### src/rtl/piece_writer_if.sv
// piece_writer_if: request/response and board-RAM write port of the piece writer.
interface piece_writer_if;
  logic       start;
  logic       erase;
  logic [4:0] X_anchor;
  logic [5:0] Y_anchor;
  logic [3:0] block;
  logic [7:0] ram_addr;
  logic [5:0] ram_D;
  logic       ram_wren;
  logic       busy;
  logic       done;
  logic       oob;
  modport master (
    output start, erase, X_anchor, Y_anchor, block,
    input  ram_addr, ram_D, ram_wren, busy, done, oob
  );
  modport slave (
    input  start, erase, X_anchor, Y_anchor, block,
    output ram_addr, ram_D, ram_wren, busy, done, oob
  );
endinterface

### src/rtl/piece_writer.sv
// piece_writer: writes the four cells of a tetromino into the board RAM, one cell per clock.
module piece_writer #(
  parameter int BOARD_W = 10,
  parameter int BOARD_H = 24
) (
  input logic          clk,
  input logic          reset,
  piece_writer_if.slave bus
);
  typedef enum logic [1:0] {IDLE, WRITE, DONE} state_t;
  localparam logic [7:0] W = 8'(BOARD_W);
  localparam logic [7:0] H = 8'(BOARD_H);
  state_t     state, state_n;
  logic [1:0] cnt, cnt_n;
  logic       erase_q;
  logic [4:0] x_q;
  logic [5:0] y_q;
  logic [3:0] block_q;
  logic [7:0] coord_x, coord_y, cx, cy, addr_n;
  logic [5:0] colour, d_n;
  logic       in_range, load, wren_n, busy_n, done_n, oob_n;
  lut u_lut (
    .block   (block_q),
    .rot     (2'b00),
    .coord_x (coord_x),
    .coord_y (coord_y),
    .colour  (colour)
  );
  // zero-extended so an anchor near the edge lands past the board instead of wrapping
  assign cx = {3'b0, x_q} + {6'b0, coord_x[{cnt, 1'b0} +: 2]};
  assign cy = {2'b0, y_q} + {6'b0, coord_y[{cnt, 1'b0} +: 2]};
  assign in_range = (cx < W) && (cy < H);
  always_comb begin
    state_n = state;
    cnt_n   = cnt;
    load    = 1'b0;
    addr_n  = '0;
    d_n     = '0;
    wren_n  = 1'b0;
    busy_n  = 1'b0;
    done_n  = 1'b0;
    oob_n   = bus.oob;
    case (state)
      IDLE: if (bus.start) begin
        state_n = WRITE;
        cnt_n   = '0;
        load    = 1'b1;
        oob_n   = 1'b0;
      end
      WRITE: begin
        state_n = (cnt == 2'd3) ? DONE : WRITE;
        cnt_n   = cnt + 2'd1;
        busy_n  = 1'b1;
        wren_n  = in_range;
        addr_n  = in_range ? cy * W + cx : '0;
        d_n     = erase_q ? '0 : colour;
        oob_n   = bus.oob | ~in_range;
      end
      DONE: begin
        state_n = IDLE;
        busy_n  = 1'b1;
        done_n  = 1'b1;
      end
      default: state_n = IDLE;
    endcase
  end
  always_ff @(posedge clk) begin
    if (reset) begin
      state        <= IDLE;
      cnt          <= '0;
      erase_q      <= 1'b0;
      x_q          <= '0;
      y_q          <= '0;
      block_q      <= '0;
      bus.ram_addr <= '0;
      bus.ram_D    <= '0;
      bus.ram_wren <= 1'b0;
      bus.busy     <= 1'b0;
      bus.done     <= 1'b0;
      bus.oob      <= 1'b0;
    end else begin
      state        <= state_n;
      cnt          <= cnt_n;
      bus.ram_addr <= addr_n;
      bus.ram_D    <= d_n;
      bus.ram_wren <= wren_n;
      bus.busy     <= busy_n;
      bus.done     <= done_n;
      bus.oob      <= oob_n;
      if (load) begin
        erase_q <= bus.erase;
        x_q     <= bus.X_anchor;
        y_q     <= bus.Y_anchor;
        block_q <= bus.block;
      end
    end
  end
endmodule

module lut (
  input  logic [3:0] block,
  input  logic [1:0] rot,
  output logic [7:0] coord_x,
  output logic [7:0] coord_y,
  output logic [5:0] colour
);
  logic [7:0] bx, by;
  always_comb begin
    case (block)
      4'd0:    {bx, by, colour} = {8'h44, 8'h50, 6'h2A};
      4'd1:    {bx, by, colour} = {8'hE4, 8'h00, 6'h0F};
      4'd2:    {bx, by, colour} = {8'h64, 8'h40, 6'h33};
      4'd3:    {bx, by, colour} = {8'h49, 8'h50, 6'h0C};
      4'd4:    {bx, by, colour} = {8'h94, 8'h50, 6'h30};
      4'd5:    {bx, by, colour} = {8'h90, 8'h54, 6'h03};
      4'd6:    {bx, by, colour} = {8'h92, 8'h54, 6'h3C};
      default: {bx, by, colour} = {8'h00, 8'h00, 6'h3F};
    endcase
  end
  // quarter turns inside the 4x4 bounding box
  for (genvar c = 0; c < 4; c++) begin : g_rot
    logic [1:0] x, y;
    assign x = bx[2*c +: 2];
    assign y = by[2*c +: 2];
    assign coord_x[2*c +: 2] = rot == 2'd0 ? x : rot == 2'd1 ? ~y : rot == 2'd2 ? ~x : y;
    assign coord_y[2*c +: 2] = rot == 2'd0 ? y : rot == 2'd1 ? x : rot == 2'd2 ? ~y : ~x;
  end
endmodule
### src/flat_wrapper.sv
// flat-port wrapper written by rule: the top's interface ports become plain ports
module piece_writer_flat 
#(
  parameter int BOARD_W = 10,
  parameter int BOARD_H = 24
)
  (clk, reset, bus_start, bus_erase, bus_X_anchor, bus_Y_anchor, bus_block, bus_ram_addr, bus_ram_D, bus_ram_wren, bus_busy, bus_done, bus_oob);
  piece_writer_if bus_i ();
  input logic clk;
  input logic reset;
  input wire logic [$bits(bus_i.start)-1:0] bus_start;
  input wire logic [$bits(bus_i.erase)-1:0] bus_erase;
  input wire logic [$bits(bus_i.X_anchor)-1:0] bus_X_anchor;
  input wire logic [$bits(bus_i.Y_anchor)-1:0] bus_Y_anchor;
  input wire logic [$bits(bus_i.block)-1:0] bus_block;
  output wire logic [$bits(bus_i.ram_addr)-1:0] bus_ram_addr;
  output wire logic [$bits(bus_i.ram_D)-1:0] bus_ram_D;
  output wire logic [$bits(bus_i.ram_wren)-1:0] bus_ram_wren;
  output wire logic [$bits(bus_i.busy)-1:0] bus_busy;
  output wire logic [$bits(bus_i.done)-1:0] bus_done;
  output wire logic [$bits(bus_i.oob)-1:0] bus_oob;
  assign bus_i.start = bus_start;
  assign bus_i.erase = bus_erase;
  assign bus_i.X_anchor = bus_X_anchor;
  assign bus_i.Y_anchor = bus_Y_anchor;
  assign bus_i.block = bus_block;
  assign bus_ram_addr = bus_i.ram_addr;
  assign bus_ram_D = bus_i.ram_D;
  assign bus_ram_wren = bus_i.ram_wren;
  assign bus_busy = bus_i.busy;
  assign bus_done = bus_i.done;
  assign bus_oob = bus_i.oob;
  piece_writer #(.BOARD_W(BOARD_W), .BOARD_H(BOARD_H)) u_core (.clk(clk), .reset(reset), .bus(bus_i));
endmodule
### config.mk
export PLATFORM = sky130hd
export DESIGN_NAME = piece_writer_flat
export DESIGN_NICKNAME = d
export VERILOG_FILES = /design/src/rtl/piece_writer_if.sv /design/src/rtl/piece_writer.sv /design/src/flat_wrapper.sv
export SDC_FILE = /design/constraint.sdc
export NUM_CORES = 1
export LEC_CHECK = 0
export BUFFER_PORTS_ARGS = -buffer_cell sky130_fd_sc_hd__clkbuf_2
export CAP_MARGIN = 10
export CORE_ASPECT_RATIO = 0.8
export CORE_MARGIN = 1.5
export CORE_UTILIZATION = 62
export CTS_CLUSTER_SIZE = 24
export DETAILED_ROUTE_END_ITERATION = 12
export PLACE_DENSITY = 0.85
export SETUP_SLACK_MARGIN = 0.5
export SYNTH_ARGS = -nofsm -noshare
export SYNTH_HDL_FRONTEND = slang
export SYNTH_HIERARCHICAL = 1
export SYNTH_SLANG_ARGS = --single-unit
### constraint.sdc
create_clock -name clk -period 9.1 [get_ports clk]
set_input_delay 0 -clock clk [delete_from_list [all_inputs] [get_ports clk]]
set_output_delay 0 -clock clk [all_outputs]
set_load 0.05 [all_outputs]
**After elaboration in Yosys (flattened, before gate mapping)**

Index checks and enable logic that the tools add are counted.

- Magnitude comparators: 2
- Reduce and logical (&&, ||, !) cells: 11
- $mul: 1
- Bitwise operators: 3
- Eq/ne operators: 10
- Multiplexer cells: 14
- Add/sub/neg operators: 4
- Shifts and indexed selects: 2

Operator list:

| kind | count |
|---|---|
| one-hot mux 8 bit (7 select lines) | 1 |
| one-hot mux 6 bit (7 select lines) | 1 |
| one-hot mux 7 bit (3 select lines) | 1 |
| indexed part select 8 x 4 -> 2 bit | 2 |
| equality test 4 x 3 -> 1 bit (second input constant) | 3 |
| OR reduction 3 bit | 3 |
| adder 8 bit | 1 |
| equality test 4 x 2 -> 1 bit (second input constant) | 2 |
| less-than comparator 8 x 4 -> 1 bit (second input constant) | 1 |
| less-than comparator 8 x 5 -> 1 bit (second input constant) | 1 |
| multiplier 8 x 3 -> 7 bit (second input constant) | 1 |
| one-hot mux 2 bit (2 select lines) | 2 |
| adder 6 x 2 -> 7 bit | 1 |
| adder 5 x 2 -> 6 bit | 1 |
| two-way mux 2 bit | 3 |
| OR reduction 2 bit | 3 |
| two-way mux 1 bit | 5 |
| equality test 2 bit (second input constant) | 2 |
| equality test 4 x 1 -> 1 bit (second input constant) | 1 |
| logical NOT 4 bit | 1 |
| adder 2 x 1 -> 2 bit (second input constant) | 1 |
| equality test 2 x 1 -> 1 bit (second input constant) | 1 |
| logical NOT 2 bit | 1 |
| != test 2 bit (second input constant) | 1 |
| 6 further kinds | 7 |

- Flip-flop bits (word level): 38
- Input bits: 19
- Output and inout port bits: 18

**Logic depth before layout (Yosys ltp)**

- Depth in word-level cells: 10
- Mapped depth: 20
- Depth with buffers taken out: 19

**Cells and area by module**

The synthesis kept the hierarchy.

Modules (own cells, without submodules):

| module | seq. area each (um^2) | area an instance (um^2) | cells an instance | times used |
|---|---|---|---|---|
| piece_writer | 760.7 | 2099.5 | 230 | 1 |
| lut | 0.0 | 495.5 | 76 | 1 |

**Worst setup path before layout**

Ideal clock, no wire load.

- Path type: flip-flop to flip-flop
- From: reg u_core.block_q[3]
- To: reg u_core.bus.ram_addr[7]
- Buffers on the path: 0
- Required time: 8.985 ns
- Slack: 4.766 ns
- Stages on the path, launching flop included: 18
- Arrival: 4.219 ns
- Cells stage by stage: dfxtp_1 -> or4_1 -> o221ai_2 -> xor2_1 -> mux4_2 -> ha_1 -> inv_1 -> fa_1 -> or4bb_2 -> nand2_1 -> ha_1 -> fa_1 -> ha_1 -> o21a_1 -> o31a_1 -> o21ai_0 -> xnor2_1 -> nor2_1

- Cells in the longest elaborated chain, start to end: 9
- Elaborated cells on any way between the ends: 22

RTL lines:

| what | RTL line | source |
|---|---|---|
| start: declaration | piece_writer.sv:18 | `logic [3:0] block_q;` |
| start signal: assignment | piece_writer.sv:94 | `block_q <= bus.block;` |
| equality test 4 x 3 -> 1 bit (tied with other cells) | piece_writer.sv:109 | `case (block)` |
| OR reduction 3 bit (no source line) / OR reduction 2 bit (equally long branches) | n/a |  |
| one-hot mux 7 bit (3 select lines) (*) | piece_writer.sv:109 |  |
| named net u_core.coord_y[4] | piece_writer.sv:19 | `logic [7:0] coord_x, coord_y, cx, cy, addr_n;` |
| indexed part select 8 x 4 -> 2 bit (*) | piece_writer.sv:31 | `assign cy = {2'b0, y_q} + {6'b0, coord_y[{cnt, 1'b0} +: 2]};` |
| adder 6 x 2 -> 7 bit (*) | piece_writer.sv:31 |  |
| parallel branches: the longest is 4 deep, another holds multiplier 8 x 3 -> 7 bit | n/a |  |
| end signal: assignment | piece_writer.sv:84 | `bus.ram_addr <= addr_n;` |
| end: declaration | piece_writer_if.sv:20 | `output ram_addr, ram_D, ram_wren, busy, done, oob` |

Mark *: on every way through the listed nets, which the timed path passes.
A chain may end at the register's enable or synchronous reset.

**Worst setup path in the final report**

- From: reg u_core.block_q[1]
- To: reg u_core.bus.ram_addr[7]

The elaborated chain is that of the path after synthesis.

==> metrics.txt <==
root buf cell clkbuf_8; Fillers 310; asr flop ratio synth 0%; shortest period the worst path allows approximately 4.9 ns; Reg area around 760 um^2; post-synthesis instance area about 2600 um^2; Placement Cell Area around 2700 um^2; vias in the first global route between 1500 and 2000; residual DRC count 0; number of CTS-inserted buffers 5; final instance area 2990 um^2; Hold Crit Start bus_start; Synth-to-Final Area Change 15.2%; Crit Path Category reg -> reg; pins over their slew limit 0; Sw Ratio 32.7%; largest net degree at the start of global routing 25; Pwr Density approximately 160 nW/um^2; Worst Skew approximately 0.0064 ns; DRT iter0 DRCs between 80 and 90; RSZ-0062 raised after global routing no; full die area between 4000 and 5000 um^2; DIE WIDTH between 70 and 80 um; Switching Power roughly 0.15 mW; worst-skew pair later-pin latency 0.30 ns; FP Rows 20; crit path max fanout 14; Unique masters post-synth 52; first-pass GRT wire length 8.49 mm; WL/cell ~13 um; CTS Sinks 38; CP Launch Point u_core/block_q[1]$_SDFFE_PP0P_; final net count roughly 390; Mean Syn Cell Area 8.48 um^2; final setup violation count 0; DIE HEIGHT around 61 um; sequential area share after synthesis approximately 29%; CTS tree yes; Final Hold Vio Count 0; vias per cell about 5.4; HP Class in -> reg; Data arrival, critical path ~5.1 ns; Slew @ Worst Pin slightly below 0.6 ns; Post-synth EDFFs 0; gpl congestion 0.866; # port buffers 36; crit start category register; postcts setup bufs 0; Max Clk Rate between 200 and 250 MHz; Warnings, synthesis 6; sequential power share between 30% and 40%; worst slack, placed 4.25 ns; vias between 2000 and 2500; setup tns final 0 ns; post-CTS sizing 0; clk buf depth 2; initial antenna violation count 0; Total Routing Usage GR about a quarter; most common flop cell mapped by yosys dfxtp_1; share of the synthesized area in the top cell type 29.3%; Pleak around 1.3 nW; Synth Register Bits 38; Crit path required time slightly above 9 ns; top cells by area, synth dfxtp_1 29%, ha_1 9.6%, nand2_1 6.1%; Core ar. between 3000 and 4000 um^2; fin crit share a little over half; commonest non-fill, non-tap cell in the layout nand2_1; first-pass iteration count of the detailed router 6; VDD IR max 0.000101 V; GRT overflow 0; H-Tree Depth 2; Int Power 0.318 mW; status finished, final reports clean; multi-input logic area approximately 1600 um^2; n_diodes 0; share of layout cells above drive strength 1 between 15 and 20%; Initial Util roughly two thirds; # hold bufs at CTS 16; Reg clk slew, reported paths ~0.070 ns; Final ANT Viol Nets 0; most frequent cells in the layout 42 x nand2_1, 38 x dfxtp_1, 36 x clkbuf_2, 29 x a21oi_1, 23 x nor2_1; max-cap check violation count 0; DP HPWL between 3 and 4 mm; Clk pwr share between 30% and 40%; CP Capture Type register; RR Startpoint u_core/block_q[1]$_SDFFE_PP0P_; Synth area leader dfxtp_1; Comb pwr share between 30 and 40%; routed wire length 5.13 mm; setup ws final 4.19 ns; slew margin rel. between 60% and 70%; Ports 37; Synth Instances between 300 and 400
-- power groups by stage --
stage          clock (mW)  sequential [mW]  combinational, mW
3_3_place_gp            0            0.190              0.132
5_1_grt             0.153            0.189              0.161
6_report            0.142            0.187              0.145
4_1_cts             0.144            0.186              0.143
3_5_place_dp            0            0.190              0.135
2_1_floorplan           0            0.200              0.103
-- per-layer routing --
layer	global-route usage [%]	share of wire, %
met3	5.15	6.6
met2	38.1	44
met4	9.95	1.7
met1	34.4	48
met5	0	0
-- state kept, by name (all words and copies together), names as in the netlist --
register	count
u_core/bus.done	1
u_core/bus.ram_D	6
u_core/bus.busy	1
u_core/x_q	5
u_core/y_q	6
u_core/bus.oob	1
u_core/state	2
u_core/bus.ram_addr	8
u_core/block_q	4
u_core/cnt	2
u_core/erase_q	1
u_core/bus.ram_wren	1
-- metrics by stage --
stage               std cells  utilization, %  hold slack, ns  power, mW
floorplan                 307               -          0.0716      0.304
global placement          378            69.7           0.223      0.322
detailed placement        378            69.7           0.229      0.326
CTS                       402            76.6          0.0221      0.474
global route              402            76.6          0.0528      0.503
finish                    402            76.6          0.0375      0.473
-- layout make-up --
class / instances / share of cell area [%]
clock buffers: 5 / 2.30
clock inverters: 3 / 1.34
inverters: 17 / 2.13
multi-input cells: 232 / 55.1
flip-flops and latches: 38 / 25.4
well taps: 55 / 2.30
repair buffers: 52 / 11.4
-- path summary, 6_finish.rpt --
check | to | slack [ns] | cells past startpoint
max reg2reg | u_core/bus.ram_addr[7]$_SDFF_PP0_ | 4.19 | 18
max | u_core/bus.ram_addr[7]$_SDFF_PP0_ | 4.19 | 18
min | u_core/state[0]$_SDFFE_PP0P_ | 0.04 | 3
min reg2reg | u_core/x_q[0]$_SDFFE_PP0P_ | 0.46 | 2
-- Yosys cell counts (2+ instances only) --
library cell	instances
ha_1	20
a21oi_1	29
and2_1	10
nand2_1	42
buf_2	5
a21boi_0	2
clkbuf_1	6
nand2b_1	6
o21ai_1	5
a21o_1	5
fa_1	4
mux4_2	4
xnor2_1	17
mux2i_1	3
nor3b_1	2
inv_2	2
inv_1	15
nor2b_1	5
nand3b_1	3
nand3_1	7
xor2_1	7
nor2_1	23
dfxtp_1	38
buf_4	6
nor4_1	3
o21bai_1	3
o21ai_0	6
buf_6	3
a22oi_2	2
-- kinds of logic (layout without fill, tap and decap cells) --
kind of cell / after synthesis / in the layout / share of synthesized area, %
buf+inv: 37 / 77 / 7.33
other cells: 1 / 2 / 0.145
flops: 38 / 38 / 29.3
mux: 7 / 7 / 4.63
compound gates: 61 / 61 / 14.7
xor+xnor: 25 / 25 / 8.97
fa+ha+maj: 24 / 24 / 12.7
simple gates: 113 / 113 / 22.2
-- critical path, stage by stage, from the launching register on --
cell      delay, ns
dfxtp_1        0.59
and2_1         0.37
nand2_1        0.12
o221ai_2       0.19
xor2_1         0.15
mux4_2         0.24
ha_1           0.17
inv_1          0.06
fa_1           0.45
or4bb_2        0.65
nand2_1        0.10
ha_1           0.26
fa_1           0.49
ha_1           0.35
o21a_1         0.13
o31a_1         0.11
o21ai_0        0.21
xnor2_1        0.14
nor2_1         0.05
Power figures use the tool's default switching activity.
